[src/rtl/muldiv_pkg.sv]
// Shared definitions for the multiply/divide sequencer: FSM state encoding,
// operation codes, exception codes and the WAIT-cycle counter width.
package muldiv_pkg;

  typedef enum logic [2:0] {
    StIdle   = 3'd0,
    StStart  = 3'd1,
    StWait   = 3'd2,
    StCommit = 3'd3,
    StExc    = 3'd4
  } state_e;

  localparam logic [1:0] OP_MULT = 2'b00;
  localparam logic [1:0] OP_DIV  = 2'b01;

  typedef enum logic [1:0] {
    ExcNone    = 2'b00,
    ExcDiv0    = 2'b01,
    ExcTimeout = 2'b10,
    ExcIllegal = 2'b11
  } exc_code_e;

  localparam int unsigned CycW = 6;
  localparam logic [CycW-1:0] CycMax = 6'd63;

  function automatic logic op_is_legal(logic [1:0] op);
    return (op == OP_MULT) || (op == OP_DIV);
  endfunction

endpackage

[src/rtl/wait_timer.sv]
// WAIT-cycle counter for the muldiv sequencer.
//   clk_i, rst_ni : clock, asynchronous active-low reset
//   clr_i         : synchronous clear to 0 (wins over en_i)
//   en_i          : increment by one, saturating at 63
//   count_o       : current count
//   tc_o          : terminal count, high while count_o == TIMEOUT-1
module wait_timer
  import muldiv_pkg::*;
#(
  parameter int unsigned TIMEOUT = 40
) (
  input  logic            clk_i,
  input  logic            rst_ni,
  input  logic            clr_i,
  input  logic            en_i,
  output logic [CycW-1:0] count_o,
  output logic            tc_o
);

  localparam logic [CycW-1:0] TcVal = CycW'(TIMEOUT - 1);

  logic [CycW-1:0] count_q, count_d;

  always_comb begin
    count_d = count_q;
    if (clr_i) begin
      count_d = '0;
    end else if (en_i && (count_q != CycMax)) begin
      count_d = count_q + CycW'(1);
    end
  end

  always_ff @(posedge clk_i or negedge rst_ni) begin
    if (!rst_ni) begin
      count_q <= '0;
    end else begin
      count_q <= count_d;
    end
  end

  assign count_o = count_q;
  assign tc_o    = (count_q == TcVal);

endmodule

[src/rtl/muldiv_sequencer.sv]
// Sequencer that launches a Mult or Div unit operation, waits for its
// completion (with timeout), and commits the result to HI/LO or raises an
// exception.
//   clk_i, rst_ni           : clock, asynchronous active-low reset
//   req_i, op_i             : request and op code (00 mult, 01 div), sampled in IDLE
//   abort_i                 : flush any in-flight operation
//   mult_done_i, div_done_i : unit completion flags
//   div0_i                  : divide-by-zero flag, qualified by div_done_i
//   mult_start_o/div_start_o: one-cycle unit start pulses
//   hi_sel_o, lo_sel_o      : HI/LO source select (1 = Mult, 0 = Div)
//   write_hi_o, write_lo_o  : HI/LO write enables
//   busy_o, done_o, exc_o   : status, commit pulse, exception pulse
//   exc_code_o              : exception cause while exc_o is high
//   cycles_o                : WAIT-cycle count of the current or last operation
// All outputs decode registered state only; no input reaches an output
// combinationally.
module muldiv_sequencer
  import muldiv_pkg::*;
#(
  parameter int unsigned TIMEOUT = 40
) (
  input  logic            clk_i,
  input  logic            rst_ni,
  input  logic            req_i,
  input  logic [1:0]      op_i,
  input  logic            abort_i,
  input  logic            mult_done_i,
  input  logic            div_done_i,
  input  logic            div0_i,
  output logic            mult_start_o,
  output logic            div_start_o,
  output logic            hi_sel_o,
  output logic            lo_sel_o,
  output logic            write_hi_o,
  output logic            write_lo_o,
  output logic            busy_o,
  output logic            done_o,
  output logic            exc_o,
  output logic [1:0]      exc_code_o,
  output logic [CycW-1:0] cycles_o
);

  state_e    state_q, state_d;
  logic [1:0] op_q, op_d;
  exc_code_e exc_code_q, exc_code_d;

  logic tc;
  logic unit_done;

  wait_timer #(
    .TIMEOUT(TIMEOUT)
  ) u_wait_timer (
    .clk_i  (clk_i),
    .rst_ni (rst_ni),
    .clr_i  (state_q == StStart),
    .en_i   (state_q == StWait),
    .count_o(cycles_o),
    .tc_o   (tc)
  );

  // Only the selected unit's done flag counts.
  assign unit_done = (op_q == OP_MULT) ? mult_done_i : div_done_i;

  always_comb begin
    state_d    = state_q;
    op_d       = op_q;
    exc_code_d = exc_code_q;
    if (abort_i && (state_q != StIdle)) begin
      state_d = StIdle;
    end else begin
      unique case (state_q)
        StIdle: begin
          if (req_i) begin
            if (op_is_legal(op_i)) begin
              op_d    = op_i;
              state_d = StStart;
            end else begin
              exc_code_d = ExcIllegal;
              state_d    = StExc;
            end
          end
        end
        StStart: state_d = StWait;
        StWait: begin
          // A done flag on the terminal-count cycle beats the timeout.
          if (unit_done) begin
            if ((op_q == OP_DIV) && div0_i) begin
              exc_code_d = ExcDiv0;
              state_d    = StExc;
            end else begin
              state_d = StCommit;
            end
          end else if (tc) begin
            exc_code_d = ExcTimeout;
            state_d    = StExc;
          end
        end
        StCommit: state_d = StIdle;
        StExc:    state_d = StIdle;
        default:  state_d = StIdle;
      endcase
    end
  end

  always_ff @(posedge clk_i or negedge rst_ni) begin
    if (!rst_ni) begin
      state_q    <= StIdle;
      op_q       <= OP_MULT;
      exc_code_q <= ExcNone;
    end else begin
      state_q    <= state_d;
      op_q       <= op_d;
      exc_code_q <= exc_code_d;
    end
  end

  logic op_active;

  always_comb begin
    op_active    = (state_q == StStart) || (state_q == StWait) || (state_q == StCommit);
    busy_o       = (state_q != StIdle);
    mult_start_o = (state_q == StStart) && (op_q == OP_MULT);
    div_start_o  = (state_q == StStart) && (op_q == OP_DIV);
    hi_sel_o     = op_active && (op_q == OP_MULT);
    lo_sel_o     = op_active && (op_q == OP_MULT);
    write_hi_o   = (state_q == StCommit);
    write_lo_o   = (state_q == StCommit);
    done_o       = (state_q == StCommit);
    exc_o        = (state_q == StExc);
    exc_code_o   = (state_q == StExc) ? exc_code_q : ExcNone;
  end

endmodule

[config.mk]
export PLATFORM = sky130hd
export DESIGN_NAME = muldiv_sequencer
export DESIGN_NICKNAME = d
export VERILOG_FILES = /design/src/rtl/muldiv_pkg.sv /design/src/rtl/wait_timer.sv /design/src/rtl/muldiv_sequencer.sv
export SDC_FILE = /design/constraint.sdc
export NUM_CORES = 1
export LEC_CHECK = 0
export CAP_MARGIN = 5
export CORE_MARGIN = 2
export CORE_UTILIZATION = 45
export DETAILED_ROUTE_END_ITERATION = 7
export PLACE_DENSITY = 0.78
export RECOVER_POWER = 50
export SLEW_MARGIN = 20
export SYNTH_ARGS = -nofsm -noshare
export SYNTH_HDL_FRONTEND = slang
export SYNTH_SLANG_ARGS = --single-unit
[constraint.sdc]
create_clock -name clk_i -period 1.9 [get_ports clk_i]
set_input_delay 0.38 -clock clk_i [delete_from_list [all_inputs] [get_ports clk_i]]
set_output_delay 0.38 -clock clk_i [all_outputs]
set_load 0.005 [all_outputs]
### Word-level counts from Yosys, hierarchy flattened

Cells that the tools add are included.

* bits in registers: 13
* output and inout port bits: 17

* add/sub/neg operators: 1
* bitwise gates (word level): 1
* reduce and logical (&&, ||, !) cells: 18
* eq/ne operators: 14
* multiplexer cells: 17

Operators by type and width (count)
* two-way mux 3 bit: 6
* two-way mux 2 bit: 6
* two-way mux 6 bit: 2
* != test 3 bit, second input constant: 3
* one-hot mux 3 bit (3 select lines): 1
* adder 6 x 1 -> 6 bit, second input constant: 1
* equality test 3 x 2 -> 1 bit, second input constant: 2
* equality test 6 bit, second input constant: 1
* logical AND 1 bit: 6
* != test 6 bit, second input constant: 1
* AND reduction 6 bit: 1
* equality test 2 x 1 -> 1 bit, second input constant: 2
* logical NOT 2 bit: 2
* != test 2 bit, second input constant: 2
* != test 4 bit, second input constant: 1
* one-hot mux 2 bit (2 select lines): 1
* AND reduction 4 bit: 1
* nonzero test 2 bit: 2
* equality test 3 x 1 -> 1 bit, second input constant: 1
* equality test 3 bit, second input constant: 1
* logical NOT 3 bit: 1
* logical OR 1 bit: 3
* nonzero test 3 bit: 1
* AND reduction 2 bit: 1
* other kinds (2): 2

### Logic depth before layout (Yosys ltp)

* word-level depth: 6
* depth in mapped cells: 6

### Hierarchy

A second synthesis with hierarchy kept.

* cells, all modules: 90
* area total of the unflattened synthesis: 855.8 um^2

By module, submodules not included
* muldiv_sequencer: cells an instance 56, instances 1, area each 515.5 um^2
* wait_timer: cells an instance 34, instances 1, area each 340.3 um^2

### Least setup slack after synthesis

OpenSTA, ideal clock, no wires.

* kind: reg-to-output
* from: register state_q[2]
* to: output port mult_start_o
* path buffers: 1
* data required time: 1.520 ns
* arrival: 1.178 ns
* setup slack: 0.342 ns
* cell stages (with the launch flop): 4
* cell sequence: dfrtp_1 clkbuf_1 nor3b_2 nor3b_1

* word-level cells in the longest chain between the ends: 2

RTL lines
* from (decl): line muldiv_sequencer.sv:43 `state_e state_q, state_d;`
* from (signal assigned): line muldiv_sequencer.sv:107 `state_q <= StIdle;`
* from (signal assigned): line muldiv_sequencer.sv:111 `state_q <= state_d;`
* equality test 3 x 1 -> 1 bit: line muldiv_sequencer.sv:122 `mult_start_o = (state_q == StStart) && (op_q == OP_MULT);`
* logical AND 1 bit: line muldiv_sequencer.sv:122
* to (decl): line muldiv_sequencer.sv:30 `output logic mult_start_o,`

No other way between the ends.

### Worst setup path after layout

* from: register state_q[1]
* to: output port busy_o

* word-level cells in the longest chain between the ends: 1

RTL lines
* nonzero test 3 bit: line muldiv_sequencer.sv:121 `busy_o = (state_q != StIdle);`
* to (decl): line muldiv_sequencer.sv:36 `output logic busy_o,`

No other way between the ends.

==> out/qor.tcl <==
set qor(final_period_minus_worst_setup_slack_ns) 1.86
set qor(tritoncts) {built}
set qor(cts_root_buffer) {clkbuf_4}
set qor(final-max-slew-violation-count) 0
set qor(die_y_um) 47.2
set qor(timing_hold_violations_final) 0
set qor(ios) 26
set qor(cts_max_level) 1
set qor(dominant_combinational_cell_family_by_area_after_synthesis) {simple AND/OR/NAND/NOR gates}
set qor(lkg_pwr_nw) 0.563
set qor(worst_r2r_startpoint) {state_q[1]$_DFFE_PN0P_}
set qor(most_repeated_cell_in_the_gate_level_netlist_after_synthesis) {dfrtp_1}
set qor(critical_path.max_fanout) 3
set qor(hold_ws_ns) 0.496
set qor(max-vdd-ir-drop_v) 0.000790
set qor(setup_ws_ns) 0.0431
set qor(skew_ns) 0.00152
set qor(worst_hold_startpoint) {exc_code_q[1]$_DFFE_PN0P_}
set qor(synth_top_flop_cell) {dfrtp_1}
set qor(post_route_fraction_of_the_period_consumed_by_the_critical_path_pct) 97.7
set qor(hold_class) {register to register}
set qor(reg2reg_setup_slack_ns) 0.15
set qor(layout-area-overhead-vs-synth_pct) 43.9
set qor(synthTopCellsByCount) {13 x dfrtp_1, 10 x nor2_1, 5 x nand3_1, 4 x inv_1, 4 x o21ai_0}
set qor(die_x_um) 47.2
set qor(die_area_mm2) 0.00223
set qor(drt-wirelength-per-cell_um) 14.2
set qor(ys.warnings.count) 0
set qor(worstPathArrival_ns) 1.48
set qor(r2r.worst_path.cells) 6
set qor(antenna_cells) 0
set qor(async_reset_ff_share_pct) 100
set qor(run_status) {complete, no violations}
set qor(synthCells) 89
set qor(grt_setup_unrepaired) {false}
set qor(clock_latency_ns) 0.27
set qor(post_synth_and_or_nand_nor_area_fraction_pct) 29.5
set qor(finalSetupViolations) 0
set qor(gpl.final_weighted_congestion) 0.780
set qor(ys_seq_elements) 13
set qor(drcViolationCount) 0
set qor(grt_pass1_wl_um) 3420
set qor(hold_depth) 1
set qor(detailed_route_wire_length_um) 2120
set qor(syn-mean-instance-area_um2) 9.45
set qor(required_ns) 1.52
set qor(timing.critical_path.from) {state_q[1]$_DFFE_PN0P_}
set qor(synth_area_in_compound_gates_pct) 16.2
set qor(max_cap_viol_count) 0
set qor(number_of_global_route_vias_before_repair) 753
set qor(share_of_post_route_cells_with_drive_strength_above_1_pct) 26.6
set qor(synth-edff-count) 0
set qor(start_util_pct) 48.2
set qor(synthDistinctLibCells) 40
set qor(total_power_divided_by_cell_area_mw_per_mm2) 1250
set qor(worst_setup_hold_path_clk_slew_ns) 0.08
set qor(clock_tree.buffer_depth) 2
set qor(synth_xor_area_share_pct) 3.13
set qor(number_of_antenna_violations_at_the_first_check_in_global_routing) 0
set qor(grt_start_max_net_pins) 14
set qor(cts_buffers) 3
set qor(final_core_utilization_pct) 69.3
set qor(cts_hold_buf) 0
set qor(synth_largest_area_cell) {dfrtp_1}
set qor(mux_share_of_post_synthesis_cell_area_pct) 4.91
set qor(detailedPlacementHpwl_um) 1480
set qor(synth.area.top_cells) {dfrtp_1 39%, nor2_1 4.5%, mux2i_1 3.6%, nand3_1 3.0%, nor3b_2 3.0%}
set qor(synth_fp_nets) 99
set qor(overflow) 0
set qor(post_synth_fa_ha_maj_area_fraction_pct) 1.49
set qor(postRouteAntennaNets) 0
set qor(finalNetCount) 135
set qor(core_area_mm2) 0.00175
set qor(pre_cts_slack_ns) 0.0316
set qor(drtIter0Drc) 18
set qor(setup_total_negative_slack_ns) 0
set qor(synthesis.area_um2) 841
set qor(timing.max_slew.rel_slack_pct) 59.3
set qor(grt_usage_pct) 21.8
set qor(num_rows) 15
set qor(vias_per_cell) 5.37
set qor(timing.setup.critical_path_class) {register to primary output}
set qor(clkSinkCount) 13
set qor(rr_endpoint) {op_q[0]$_DFFE_PN0P_}
set qor(ys_seq_area_share_pct) 38.7
set qor(yosys.area.top_type_share_pct) 38.7
set qor(worstMarginPinSlew_ns) 0.609
set qor(portBuffers) 25
set qor(end_kind) {primary output}
set qor(hold_path_end) {exc_code_q[1]$_DFFE_PN0P_}
set qor(critical_path.startpoint_type) {register}
set qor(num_vias) 800
set qor(dr.pass1.iters) 4
set qor(timing.fmax_mhz) 539
[worst max path at each step]
stage / end / depth (start not counted)
2_1_floorplan: mult_start_o / 3
3_3_place_gp: exc_code_q[0]$_DFFE_PN0P_ / 5
3_5_place_dp: state_q[0]$_DFFE_PN0P_ / 6
4_1_cts: busy_o / 4
5_1_grt: busy_o / 4
6_report: busy_o / 4
[state kept, by name, indices dropped and copies added (netlist names)]
name,cells
exc_code_q,2
op_q,2
u_wait_timer.count_o,6
state_q,3
[through the flow]
stage | cell area [µm²] | total power [W] | instances
2_1_floorplan | 841 | 0.000905 | 89
3_3_place_gp | 1130 | 0.00126 | 139
3_5_place_dp | 1130 | 0.00127 | 139
4_1_cts | 1230 | 0.00152 | 149
5_1_grt | 1210 | 0.00160 | 149
6_report | 1210 | 0.00151 | 149
[worst max-delay path, cell delays in order (launching register included)]
cell      delay (ns)
dfrtp_2         0.44
buf_4           0.16
buf_4           0.13
or3_4           0.36
clkbuf_2        0.12
[cells in the final DEF, fill, tap and decap left out, drive strengths merged, types with 2 or more instances in the layout]
cell type / n
and2: 2
inv: 4
nor3: 3
clkbuf: 5
dfrtp: 13
and3: 3
xnor2: 2
mux2i: 3
dlygate4sd2: 10
nand3b: 2
buf: 12
nand3: 5
o21ai: 6
nor3b: 3
nand2: 3
nor2: 11
clkdlybuf4s50: 9
or3: 3
dlygate4sd3: 5
a21oi: 4
[report_power, final]
group	switching, W	internal (W)
sequential	0.0000815	0.000347
combinational	0.000416	0.000490
clock	0.0000917	0.0000813
total	0.000589	0.000918
[per-layer routing]
metal	GRT usage (%)	part of all wire [%]	vias up
met2	35.1	51	31
met5	0	0	-
met1	30.4	43	377
li1	-	-	388
met3	2.69	5.2	4
met4	6.67	1.2	0
[logic make-up after synthesis]
group / after synthesis
buffers and inverters: 10
xor gates and xnor gates: 3
DFF: 13
adders and majority gates: 1
and+or+nand+nor: 41
AOI/OAI and AO/OA: 17
muxes: 4
[what timing repair did]
| action | 4_1_cts | 5_1_grt |
|---|---|---|
| gates resized for setup | 21 | 2 |
| pin swaps | 2 | 0 |
| setup endpoints to repair | 11 | 1 |
| hold endpoints to repair | 0 | 0 |
| setup buffers | 6 | 0 |
[area by class of cell]
type / count / area (µm²)
clock buffer: 4 / 26.3
fill: 139 / 536
inverter: 4 / 15.0
multi-input combinational: 66 / 485
sequential: 13 / 329
tap: 25 / 31.3
timing repair buffer: 37 / 323
(Power assumes the default switching activity.)
==> RTL edit 1 (same flow settings) <==
The package constant `CycW` goes from 6 to 7.
--- a/src/rtl/muldiv_pkg.sv
+++ b/src/rtl/muldiv_pkg.sv
@@ -21,5 +21,5 @@
   } exc_code_e;
 
-  localparam int unsigned CycW = 6;
+  localparam int unsigned CycW = 7;
   localparam logic [CycW-1:0] CycMax = 6'd63;
 
Interface: changed (resized cycles_o); port bits go from 26 to 27. No check against the original RTL was run, so the function may have changed too.
==> RTL edit 1 against the unedited design <==
- highest routed layer unchanged
- largest cell class unchanged
- cell area is 0.52% lower
- wire length grew 1.7%
- sequential cell count grew 1
- synthesized area up 0.15%
- critical endpoint is now lo_sel_o
- worst setup slack improved by 0.068 ns
- first-iteration DRC count down 22%
- critical path type unchanged
- synthesized cell count down 4.5%
Power is not compared: it rests on default switching activity, and its combinational part moved more than twofold at a synthesized area within 25%.
==> RTL edit 1: results <==
power_and_ir_drop:
  clock_power_mw: 0.163
  p_switching_mw: 0.264
  p_leak_nw: 0.551
  vdd_ir_drop_max_mv: 0.532
  p_seq_share_pct: 43.8
timing:
  fin_skew_ns: 0.00844
  worstMarginPinSlew_ns: 0.796
final_layout:
  antenna_cells: 0
  drive_above_1_share_pct: 20.0
  finish.net_count: 132
  largest_reg_flops: 7
placed_design:
  dp_hpwl_um: 1590
  place_area_um2: 1160
  place_congestion: 0.832
  port_buffers: 26
grt:
  grtUsageTotal_pct: 21.7
  grt_pass1_vias: 740
  grt_antenna_before_repair: 0
  grt_pass1_wl_um: 3400
  grt_max_degree: 15
yosys:
  synth_commonest_cells: "dfrtp_1 (14), nor2_1 (10), a21oi_1 (5), nor3b_1 (4)"
  ys_seq_area_share_pct: 41.6
  syn-num-nets: 95
  netlist-cell-type-count: 38
  ys_top_cells_by_area: "dfrtp_1 (42%), nor2_1 (4.5%), nor3b_1 (3.6%)"
  yosys_warnings: 0
  synth_enable_flop_cells: 0
  async_flop_share_pct: 100
  ys.flop_type: "dfrtp_1"
clocking:
  clockBufferDepth: 2
  clock_latency_ns: 0.27
  clk_pin_slew_ns: 0.09
  numCtsBuffers: 3
  h-tree-depth: 1
  root_buffer: "clkbuf_4"
min_path:
  hp-class: "reg -> reg"
drt:
  dr_total_vias: 802
  dr.pass1.iters: 5
  routedWlPerCell_um: 14.9
  first_iter_violations: 14
worst_setup_path:
  worstPathMaxFanout: 4
  critical_path.top_delay_family: "buffers and inverters"
  reg2reg_slack_ns: 0.13
  crit_slowest_cell: "dfrtp_2"
  critical_path.max_stage_delay_ns: 0.43
  critical_path_arrival_ns: 1.41
run_status:
  outcome: "complete, no violations"
-- RTL edit 1: area by class of cell --
cell class	instances	area (µm²)
clock buffers	3	22.5
fillers	145	542
multi-input cells	65	469
well taps	25	31.3
repair buffers	38	329
flip-flops and latches	14	352
-- RTL edit 1: stage by stage --
step           setup slack, ns  power [mW]  hold WS (ns)  std cells  util (%)
2_1_floorplan            0.251       0.521        0.0844         85         -
3_3_place_gp             0.102       0.674         0.522        140      66.5
3_5_place_dp            0.0656       0.689         0.526        140      66.5
4_1_cts                0.00432       0.851         0.417        144      68.7
5_1_grt                 0.0357       0.898         0.570        145      69.0
6_report                 0.111       0.842         0.546        145      69.0
-- RTL edit 1: cells by family (layout without fill, tap and decap cells) --
family	Yosys count	in the layout	synth area share [%]
AND/OR/NAND/NOR	42	42	31.8
AO/OA/AOI/OAI	18	18	14.7
buffers and inverters	6	41	5.79
multiplexers	2	2	2.53
flip-flops	14	14	41.6
XOR/XNOR	2	2	2.08
adder cells (fa/ha/maj)	1	1	1.49
-- RTL edit 1: final timing paths --
path                                         start                       to  cells after the start
max in group asynchronous                   rst_ni               state_q[0]                      2
min in group asynchronous                   rst_ni  u_wait_timer.count_o[0]                      2
hold / removal             u_wait_timer.count_o[4]  u_wait_timer.count_o[4]                      1
setup reg to reg                        state_q[2]            exc_code_q[0]                      6
setup / recovery                        state_q[0]                 lo_sel_o                      5
hold reg to reg            u_wait_timer.count_o[4]  u_wait_timer.count_o[4]                      1
-- RTL edit 1: timing repair --
action                     CTS  global route
gates resized for setup     17             5
setup buffers                1             1
hold buffers                 0             0
setup endpoints to repair   11             4
-- RTL edit 1: per-layer routing --
layer,wire [µm],GRT usage (%),up-vias
met5,0,0,-
li1,-,-,386
met2,999,33.8,37
met1,997,30.9,377
met4,13,5.56,0
met3,144,4.23,2
==> RTL edit 2 (config.mk and constraints unchanged) <==
Made on the original files. Make the reset (`rst_ni`) synchronous in 2 clocked blocks. Comments in the files are not updated.
--- a/src/rtl/wait_timer.sv
+++ b/src/rtl/wait_timer.sv
@@ -31,5 +31,5 @@
   end
 
-  always_ff @(posedge clk_i or negedge rst_ni) begin
+  always_ff @(posedge clk_i) begin
     if (!rst_ni) begin
       count_q <= '0;
--- a/src/rtl/muldiv_sequencer.sv
+++ b/src/rtl/muldiv_sequencer.sv
@@ -103,5 +103,5 @@
   end
 
-  always_ff @(posedge clk_i or negedge rst_ni) begin
+  always_ff @(posedge clk_i) begin
     if (!rst_ni) begin
       state_q    <= StIdle;
Behaviour: differs if rst_ni is asserted again (counterexample within 4 cycles, from zero or initial values and one cycle with rst_ni low); with rst_ni held inactive, the same outputs for 10 cycles.
==> RTL edit 2 against the unedited design <==
- cell area decreased by 3.5%
- sequential share of layout area decreased by 4.6 points
- critical path depth decreased by 1
- global-route usage increased by 1.7 points
- wire length increased by 6.6%
- worst setup slack got worse by 0.0031 ns
- sequential cell count unchanged
- critical path type unchanged
- highest routed layer unchanged
- synthesized cell count increased by 13%
- synthesized area decreased by 3.3%
Power is not compared: it rests on default switching activity, and its combinational part moved more than twofold at a synthesized area within 25%.
==> RTL edit 2: results <==
power_and_ir_drop:
  vdd_ir_drop_max_mv: 0.463
worst_setup_path:
  reg2reg_slack_ns: 0.17
  critical_path_arrival_ns: 1.48
  worstPathMaxFanout: 7
final_layout:
  fillers: 168
  antenna_cells: 0
  largest_reg_flops: 6
  drive_above_1_share_pct: 15.8
  fin_cells: 158
  finish.net_count: 144
yosys:
  ys_seq_area_share_pct: 32.0
  netlist-cell-type-count: 37
  synth_commonest_cells: "dfxtp_1 (13), nor2_1 (10), nand2_1 (8), and3_1 (5), xor2_1 (5)"
  async_flop_share_pct: 0
  ys_top_cells_by_area: "dfxtp_1 (32%), xor2_1 (5.4%), nor2_1 (4.6%)"
  syn-num-nets: 111
  yosys_warnings: 0
  synth_cells: 101
  synth_top_area_share_pct: 32.0
placed_design:
  place_area_um2: 1130
  post-place-cells: 154
  place_congestion: 0.957
  dp_hpwl_um: 1670
  port_buffers: 25
clocking:
  root_buffer: "clkbuf_4"
  post_cts_buffers: 0
  h-tree-depth: 1
drt:
  first_iter_violations: 19
  dr_total_vias: 863
  routedWlPerCell_um: 14.3
timing:
  hold_ws_ns: 0.471
  worstMarginPinSlew_ns: 0.467
  fin_skew_ns: 0.00169
grt:
  grt_max_degree: 11
  grt_pass1_wl_um: 3620
  grt_pass1_vias: 831
  grtUsageTotal_pct: 23.5
run_status:
  outcome: "complete, no violations"
RTL edit 2: layer usage:
layer	share of wire, %	vias to the layer above	track usage, %
met5	0	-	0
met4	2.3	0	13.1
met3	5.4	7	3.14
met2	49	31	40.0
met1	43	392	27.9
li1	-	433	-
RTL edit 2: logic make-up after synthesis:
kind of cell	synth area share (%)
AND/OR/NAND/NOR	31.2
AO/OA/AOI/OAI	17.8
flip-flops	32.0
buffers and inverters	8.15
XOR/XNOR	5.38
multiplexers	2.62
adder cells (fa/ha/maj)	2.77
RTL edit 2: worst paths after layout:
kind / from / endpoint / depth (start not counted)
setup / recovery: state_q[0] / write_lo_o / 3
hold / removal: exc_code_q[1] / exc_code_q[1] / 2
setup reg to reg: u_wait_timer.count_o[0] / state_q[1] / 5
hold reg to reg: exc_code_q[1] / exc_code_q[1] / 2
RTL edit 2: worst max-delay path: stages (launching register included):
cell	delay, ns
dfxtp_4	0.41
nand2b_1	0.13
nor2_2	0.14
clkdlybuf4s50_1	0.53
RTL edit 2: repair_timing:
| action | in CTS | in global routing |
|---|---|---|
| hold endpoints to repair | 0 | 0 |
| endpoints found under the setup margin | 11 | 7 |
| pin swaps | 0 | 1 |
| gates resized for setup | 7 | 7 |
RTL edit 2: stage by stage:
step	setup WS [ns]	utilization, %	TNS, ns
3_5_place_dp	-0.113	65.9	-0.315
6_report	0.0400	68.4	0
2_1_floorplan	0.279	-	0
4_1_cts	-0.0735	67.8	-0.229
3_3_place_gp	-0.0862	65.9	-0.193
5_1_grt	-0.0397	68.4	-0.143
RTL edit 2: area by class of cell:
| cell class | count | share of cell area (%) |
|---|---|---|
| clock buffers | 4 | 2.25 |
| multi-input cells | 76 | 43.1 |
| flip-flops and latches | 13 | 22.6 |
| inverters | 4 | 1.29 |
| well taps | 25 | 2.68 |
| repair buffers | 36 | 28.1 |
RTL edit 2: report_power, final:
part           leakage, nW  total [mW]  switching, mW  internal [mW]
Clock               0.0150       0.173         0.0921         0.0813
Sequential           0.106       0.297         0.0128          0.284
Combinational        0.362       0.162         0.0740         0.0880
